==> src/rtl/cl_buf_pkg.sv <==
// Shared cache-line buffer constants and read sequencer state encoding.
package cl_buf_pkg;
  localparam int CL         = 512;
  localparam int CL_HEAD    = 16;
  localparam int CL_PAYLOAD = CL - CL_HEAD;
  localparam int ST_W       = 16;
  localparam int ST_PER_CL  = CL_PAYLOAD / ST_W;

  typedef enum logic [2:0] {
    IDLE,
    LOAD,
    READ,
    DRAIN,
    FINISH
  } rd_state_e;
endpackage

==> src/rtl/cl_rd_ctrl_if.sv <==
// Valid/ready cache-line source port carrying sop/eop framing to the AFU.
interface cl_rd_ctrl_if
  import cl_buf_pkg::*;
#(
  parameter int DW = CL
);
  logic          src_valid;
  logic [DW-1:0] src_data;
  logic          src_sop;
  logic          src_eop;
  logic          src_ready;

  modport master (output src_valid, src_data, src_sop, src_eop, input src_ready);
  modport slave  (input src_valid, src_data, src_sop, src_eop, output src_ready);
endinterface

==> src/rtl/cl_skid2.sv <==
// Two-entry register FIFO that captures FIFO read data the cycle after each request.
// credit_used_o counts entries that will be occupied next cycle (held + in flight - popping).
module cl_skid2
  import cl_buf_pkg::*;
#(
  parameter int DW = CL
) (
  input  logic          clk,
  input  logic          rst_n,
  input  logic          rd_issue_i,
  input  logic [DW-1:0] rd_dat_i,
  output logic          out_vld_o,
  output logic [DW-1:0] out_dat_o,
  input  logic          out_rdy_i,
  output logic [1:0]    credit_used_o
);
  logic          pend_q;
  logic [DW-1:0] mem_q [2];
  logic          wr_ptr_q;
  logic          rd_ptr_q;
  logic [1:0]    cnt_q;
  logic          push;
  logic          pop;

  assign push          = pend_q;
  assign out_vld_o     = (cnt_q != 2'd0);
  assign pop           = out_vld_o & out_rdy_i;
  assign out_dat_o     = mem_q[rd_ptr_q];
  // Counting the current pop lets a fresh request overlap a draining entry at full rate.
  assign credit_used_o = cnt_q - {1'b0, pop} + {1'b0, pend_q};

  always_ff @(posedge clk or negedge rst_n) begin
    if (!rst_n) begin
      pend_q   <= 1'b0;
      mem_q[0] <= '0;
      mem_q[1] <= '0;
      wr_ptr_q <= 1'b0;
      rd_ptr_q <= 1'b0;
      cnt_q    <= 2'd0;
    end else begin
      pend_q <= rd_issue_i;
      if (push) begin
        mem_q[wr_ptr_q] <= rd_dat_i;
        wr_ptr_q        <= ~wr_ptr_q;
      end
      if (pop) begin
        rd_ptr_q <= ~rd_ptr_q;
      end
      cnt_q <= cnt_q + {1'b0, push} - {1'b0, pop};
    end
  end
endmodule

==> src/rtl/cl_rd_ctrl.sv <==
// Read sequencer: waits for a full frame, reads ceil(sb_len/ST_PER_CL) CLs and streams them with sop/eop.
// Optional frame/stall counters are built when CL_RD_CTRL_STATS_EN is defined.
module cl_rd_ctrl
  import cl_buf_pkg::*;
#(
  parameter int W_LEN   = 16,
  parameter int W_CLCNT = 12
) (
  input  logic             clk,
  input  logic             rst_n,
  input  logic             ff_rd_ready,
  input  logic [W_LEN-1:0] sb_len,
  output logic             ff_rdreq,
  input  logic [CL-1:0]    ff_q,
  output logic             ff_rd_finish,
  cl_rd_ctrl_if.master     src,
  output logic             busy
`ifdef CL_RD_CTRL_STATS_EN
  ,
  output logic [31:0]      frm_cnt,
  output logic [31:0]      stall_cnt
`endif
);
  rd_state_e          state_q, state_d;
  logic [W_CLCNT-1:0] rd_left_q, rd_left_d;
  logic [W_CLCNT-1:0] out_left_q, out_left_d;
  logic               first_q, first_d;
  logic [W_CLCNT-1:0] n_cl;
  logic [W_LEN:0]     len_rnd;
  logic [1:0]         credit_used;
  logic               skid_vld;
  logic               eop_w;
  logic               hs;

  assign len_rnd = {1'b0, sb_len} + (W_LEN+1)'(ST_PER_CL - 1);

  // An empty frame still carries its header CL.
  always_comb begin
    n_cl = W_CLCNT'(len_rnd / (W_LEN+1)'(ST_PER_CL));
    if (sb_len == '0) begin
      n_cl = W_CLCNT'(1);
    end
  end

  cl_skid2 #(.DW(CL)) u_skid (
    .clk          (clk),
    .rst_n        (rst_n),
    .rd_issue_i   (ff_rdreq),
    .rd_dat_i     (ff_q),
    .out_vld_o    (skid_vld),
    .out_dat_o    (src.src_data),
    .out_rdy_i    (src.src_ready),
    .credit_used_o(credit_used)
  );

  assign eop_w         = skid_vld & (out_left_q == W_CLCNT'(1));
  assign hs            = skid_vld & src.src_ready;
  assign src.src_valid = skid_vld;
  assign src.src_sop   = skid_vld & first_q;
  assign src.src_eop   = eop_w;
  assign busy          = (state_q != IDLE);

  always_comb begin
    state_d      = state_q;
    rd_left_d    = rd_left_q;
    out_left_d   = out_left_q;
    first_d      = first_q;
    ff_rdreq     = 1'b0;
    ff_rd_finish = 1'b0;
    if (hs) begin
      out_left_d = out_left_q - W_CLCNT'(1);
      first_d    = 1'b0;
    end
    unique case (state_q)
      IDLE: begin
        if (ff_rd_ready) state_d = LOAD;
      end
      LOAD: begin
        rd_left_d  = n_cl;
        out_left_d = n_cl;
        first_d    = 1'b1;
        state_d    = READ;
      end
      READ: begin
        ff_rdreq = (rd_left_q != '0) && (credit_used < 2'd2);
        if (ff_rdreq) begin
          rd_left_d = rd_left_q - W_CLCNT'(1);
          if (rd_left_q == W_CLCNT'(1)) state_d = DRAIN;
        end
      end
      DRAIN: begin
        if (hs && eop_w) state_d = FINISH;
      end
      FINISH: begin
        ff_rd_finish = 1'b1;
        state_d      = IDLE;
      end
      default: state_d = IDLE;
    endcase
  end

  always_ff @(posedge clk or negedge rst_n) begin
    if (!rst_n) begin
      state_q    <= IDLE;
      rd_left_q  <= '0;
      out_left_q <= '0;
      first_q    <= 1'b0;
    end else begin
      state_q    <= state_d;
      rd_left_q  <= rd_left_d;
      out_left_q <= out_left_d;
      first_q    <= first_d;
    end
  end

`ifdef CL_RD_CTRL_STATS_EN
  logic [31:0] frm_cnt_q;
  logic [31:0] stall_cnt_q;

  always_ff @(posedge clk or negedge rst_n) begin
    if (!rst_n) begin
      frm_cnt_q   <= '0;
      stall_cnt_q <= '0;
    end else begin
      if (ff_rd_finish) frm_cnt_q <= frm_cnt_q + 32'd1;
      if (skid_vld && !src.src_ready && (stall_cnt_q != '1)) begin
        stall_cnt_q <= stall_cnt_q + 32'd1;
      end
    end
  end

  assign frm_cnt   = frm_cnt_q;
  assign stall_cnt = stall_cnt_q;
`endif
endmodule
==> src/flat_wrapper.sv <==
// flat-port wrapper written by rule: the top's interface ports become plain ports
module cl_rd_ctrl_flat import cl_buf_pkg::*;
#(
  parameter int W_LEN   = 16,
  parameter int W_CLCNT = 12
)
  (clk, rst_n, ff_rd_ready, sb_len, ff_rdreq, ff_q, ff_rd_finish, busy, src_src_valid, src_src_data, src_src_sop, src_src_eop, src_src_ready);
  cl_rd_ctrl_if src_i ();
  input  logic clk;
  input  logic rst_n;
  input  logic ff_rd_ready;
  input  logic [W_LEN-1:0] sb_len;
  output logic ff_rdreq;
  input  logic [CL-1:0] ff_q;
  output logic ff_rd_finish;
  output logic busy;
  output wire logic [$bits(src_i.src_valid)-1:0] src_src_valid;
  output wire logic [$bits(src_i.src_data)-1:0] src_src_data;
  output wire logic [$bits(src_i.src_sop)-1:0] src_src_sop;
  output wire logic [$bits(src_i.src_eop)-1:0] src_src_eop;
  input wire logic [$bits(src_i.src_ready)-1:0] src_src_ready;
  assign src_src_valid = src_i.src_valid;
  assign src_src_data = src_i.src_data;
  assign src_src_sop = src_i.src_sop;
  assign src_src_eop = src_i.src_eop;
  assign src_i.src_ready = src_src_ready;
  cl_rd_ctrl #(.W_LEN(W_LEN), .W_CLCNT(W_CLCNT)) u_core (.clk(clk), .rst_n(rst_n), .ff_rd_ready(ff_rd_ready), .sb_len(sb_len), .ff_rdreq(ff_rdreq), .ff_q(ff_q), .ff_rd_finish(ff_rd_finish), .src(src_i), .busy(busy));
endmodule
==> config.mk <==
export PLATFORM = sky130hd
export DESIGN_NAME = cl_rd_ctrl_flat
export DESIGN_NICKNAME = d
export VERILOG_FILES = /design/src/rtl/cl_buf_pkg.sv /design/src/rtl/cl_rd_ctrl_if.sv /design/src/rtl/cl_skid2.sv /design/src/rtl/cl_rd_ctrl.sv /design/src/flat_wrapper.sv
export SDC_FILE = /design/constraint.sdc
export NUM_CORES = 1
export LEC_CHECK = 0
export CORE_AREA = 3 3 404 406
export DETAILED_ROUTE_END_ITERATION = 8
export DIE_AREA = 0 0 407 409
export PLACE_DENSITY_LB_ADDON = 0.12
export SYNTH_ARGS = -nofsm -noshare
export SYNTH_HDL_FRONTEND = slang
export SYNTH_SLANG_ARGS = --single-unit
==> constraint.sdc <==
create_clock -name clk -period 3.4 [get_ports clk]
set_input_delay 0.68 -clock clk [delete_from_list [all_inputs] [get_ports clk]]
set_output_delay 0.68 -clock clk [all_outputs]
set_load 0.02 [all_outputs]
==> impl_metrics.py <==
metrics = {
    "timing": {
        "setup_violations": 17,
        "maxClockFrequency_mhz": 150.1,
        "hold_viol": 0,
        "post-route-period-util_pct": 196.0,
        "timing_worst_slew_pin_value_ns": 0.9943,
        "setup_repair_after_global_routing_missed_its_margin": "true",
        "finClkSkew_ns": 0.04721,
        "relSlewSlack_pct": 33.71,
        "min_period_ns": 6.663,
        "slew_violations": 0,
        "worst_slack_ns": -3.263,
        "finalSetupTns_ns": -30.89,
    },
    "worst_setup_path": {
        "critical_path_slowest_stage_cell": "sky130_fd_sc_hd__or4_4",
        "reg2reg_from": "u_core.u_skid.cnt_q[1]",
        "critPathKind": "primary input to flip-flop",
        "worst-r2r-setup-slack_ns": 0.74,
        "worst_setup_path_start_kind": "primary input",
        "critPathArrivalTime_ns": 7.30,
        "timing.rr.end": "u_core.rd_left_q[0]",
        "worst-endpoint-required_ns": 4.04,
        "timing.critical_path.slowest_cell_delay_ns": 0.50,
        "timing.critical_path.to_type": "flip-flop",
        "critical-path-top-cell-by-count": "sky130_fd_sc_hd__buf_4",
        "worstPathMaxFanout": 6,
        "timing.reg2reg.worst_path_depth": 16,
    },
    "global_routing": {
        "grtUsageTotal_pct": 19.00,
        "globalRoute.busiestLayer": "met2",
        "met3_usage_pct": 6.639,
        "met2_usage_pct": 32.47,
        "grt_overflow_total": 0,
        "globalRouteMet1Util_pct": 22.58,
        "antenna_found_initial": 65,
        "via_count_of_the_first_global_routing_pass": 34280,
        "grt_first_pass_wirelength_um": 237400,
        "pin_count_of_the_biggest_net_entering_global_routing": 140,
    },
    "flow_run": {
        "timing.max_cap.violations": 0,
    },
    "worst_hold_path": {
        "min_delay_path_depth": 1,
        "worst_hold_path_type": "flip-flop to flip-flop",
        "min_from": "u_core.first_q",
        "worst_hold_endpoint": "u_core.first_q",
    },
    "clock_network": {
        "num_cts_buffers": 121,
        "tritoncts_num_sinks": 1057,
        "number_of_h_tree_levels": 3,
        "clock_latency_ns": 0.75,
        "tritoncts": "yes",
        "clk_root_buffer_cell": "sky130_fd_sc_hd__clkbuf_16",
        "max-clock-path-buffers": 3,
        "post_cts_clock_slew_at_the_launch_and_capture_registers_of_the_worst_setup_and_hold_paths_ns": 0.06,
    },
    "floorplanning": {
        "dieHeight_um": 409,
        "rows": 147,
        "core_region_area_mm2": 0.1602,
        "initial_utilization_pct": 29.89,
        "die_w_um": 407,
        "floorplan.die_area_mm2": 0.1665,
        "top_ports": 1050,
    },
    "routing": {
        "detailedRoute.firstPassIterationCount": 5,
        "wire_per_inst_um": 23.54,
        "drt_iter0_drc": 1195,
        "route.detailed.drc": 0,
        "via_per_inst": 4.677,
        "detailroute.via_count": 32200,
        "drt_wl_total_um": 162000,
        "drtAntennaViolNets": 0,
    },
    "synth": {
        "async_reset_ff_share_pct": 100.0,
        "synth_top_family_by_area": "multiplexers",
        "yosys_warnings": 0,
        "synth_top_flop_cell": "sky130_fd_sc_hd__dfrtp_1",
        "synth_edf_count": 0,
        "synth.area.mux_share_pct": 36.35,
        "yosys.cell_types.count": 100,
        "post_synth.cell_area_avg_um2": 14.57,
        "synth.net_count": 3829,
        "ys_seq_area_share_pct": 55.24,
        "postSynthRegisterBits": 1057,
        "synth-xor-area-share_pct": 0.9590,
        "post_synth_fa_ha_maj_area_fraction_pct": 0.2613,
        "syn-cell-area_mm2": 0.04788,
        "synthCells": 3287,
        "synth_compound_area_share_pct": 2.822,
        "yosys.area_share.simple_pct": 2.705,
    },
    "placement": {
        "placement.io_buffers": 1049,
        "detailedPlacementHpwl_um": 116600,
        "routabilityCongestion": 0.8410,
        "placement.setup.worst_slack_ns": -4.531,
    },
    "cells_and_area": {
        "area_growth_syn_to_layout_pct": 43.21,
        "drive_gt1_share_pct": 47.21,
        "layout_common_cells": "sky130_fd_sc_hd__mux2_2 (1537), sky130_fd_sc_hd__dfrtp_1 (1056), sky130_fd_sc_hd__clkdlybuf4s50_1 (590), sky130_fd_sc_hd__dlygate4sd2_1 (381), sky130_fd_sc_hd__buf_4 (251)",
        "layout_commonest_cell": "sky130_fd_sc_hd__mux2_2",
        "finish.net_count": 5146,
    },
    "outcome": {
        "outcome": "complete, but fails checks",
        "violated_checks": "negative setup slack",
    },
    "power_and_ir_drop": {
        "power.leakage_nw": 28.99,
        "cellPowerDensity_mw_per_mm2": 1120,
        "vdd.ir_drop.worst_mv": 0.5385,
    },
}
## stage by stage
step	instance area (um^2)	utilization [%]	std cells	total power, W	hold WS (ns)
2_1_floorplan	48150	-	3287	0.04651	0.3844
3_3_place_gp	62930	39.28	6561	0.06477	0.4518
3_5_place_dp	62930	39.28	6561	0.06501	0.4576
4_1_cts	68190	42.56	6856	0.07821	0.4733
5_1_grt	68540	42.78	6871	0.08123	0.4912
6_report	68570	42.80	6884	0.07678	0.4746
## Yosys cell counts (all sizes together), types with 4 or more instances
cell	instances	share of area, %
and3	7	0.091
and2	13	0.17
o211ai	10	0.17
nand2b	4	0.052
a211o	4	0.073
o21ai	45	0.49
ha	10	0.26
nand4	7	0.091
nor2	61	0.48
a2111oi	6	0.18
nor3	16	0.18
nand3	12	0.15
a211oi	7	0.13
mux2	1541	36
a31oi	7	0.091
o31ai	6	0.094
or3	7	0.10
a311oi	5	0.12
or2	7	0.091
o22ai	6	0.10
nor4	16	0.27
nand2	62	0.49
nor3b	8	0.18
a21oi	38	0.41
xnor2	29	0.56
xor2	20	0.40
a32oi	4	0.073
dfrtp	1057	55
inv	15	0.12
nor2b	5	0.065
buf	8	0.099
clkbuf	182	1.4
## critical path: cells and delay by family
kind,cells,cell delay (ns)
AO/OA/AOI/OAI,12,2.80
buffers and inverters,10,1.47
AND/OR/NAND/NOR,9,2.07
multiplexers,1,0.26
## power by group
group	total, W	internal, W	switching (W)
combinational	0.0413	0.0208	0.0204
clock	0.0135	0.00794	0.00552
sequential	0.0221	0.0191	0.00292
total	0.0768	0.0479	0.0289
## what timing repair did
action	4_1_cts	5_1_grt
pin swaps	71	19
setup endpoints to repair	473	140
buffers inserted	59	10
hold endpoints to repair	25	0
gates resized for setup	557	88
hold buffers	1	0
cloned	12	0
## flip-flops by register name, summed over array words and instances, names as in the netlist
name / cells
u_core.u_skid.pend_q: 1
u_core.u_skid.wr_ptr_q: 1
u_core.u_skid.mem_q: 1024
u_core.state_q: 3
u_core.rd_left_q: 12
u_core.out_left_q: 12
u_core.u_skid.cnt_q: 2
u_core.first_q: 1
u_core.u_skid.rd_ptr_q: 1
## routing by layer
| layer | part of all wire [%] | wire (um) |
|---|---|---|
| met1 | 40 | 65290 |
| met2 | 49 | 79250 |
| met3 | 8.1 | 13210 |
| met4 | 2.4 | 3911 |
| met5 | 0.24 | 384 |
## kinds of logic after synthesis
| group | Yosys count |
|---|---|
| muxes | 1544 |
| DFF | 1057 |
| and+or+nand+nor | 240 |
| buffers and inverters | 206 |
| AOI/OAI and AO/OA | 181 |
| xor gates and xnor gates | 49 |
| adders and majority gates | 10 |
## how the worst max path moves through the flow
| stage | startpoint | slack, ns | to | depth (start not counted) |
|---|---|---|---|---|
| 2_1_floorplan | sb_len[10] | -3.39 | u_core.rd_left_q[0] | 27 |
| 3_3_place_gp | sb_len[1] | -4.46 | u_core.out_left_q[0] | 34 |
| 3_5_place_dp | sb_len[1] | -4.53 | u_core.out_left_q[0] | 34 |
| 4_1_cts | sb_len[1] | -3.07 | u_core.rd_left_q[0] | 31 |
| 5_1_grt | sb_len[1] | -3.48 | u_core.rd_left_q[1] | 31 |
| 6_report | sb_len[1] | -3.26 | u_core.rd_left_q[1] | 32 |
## area by class of cell
cell class	instances	area (um^2)
Fill cell	14990	91630
Sequential cell	1057	26450
Multi-Input combinational cell	2024	21450
Timing Repair Buffer	1384	13730
Clock buffer	186	3583
Tap cell	2160	2703
Clock inverter	38	536.8
Inverter	16	68.82
Antenna cell	19	47.55
(Power assumes the default switching activity.)
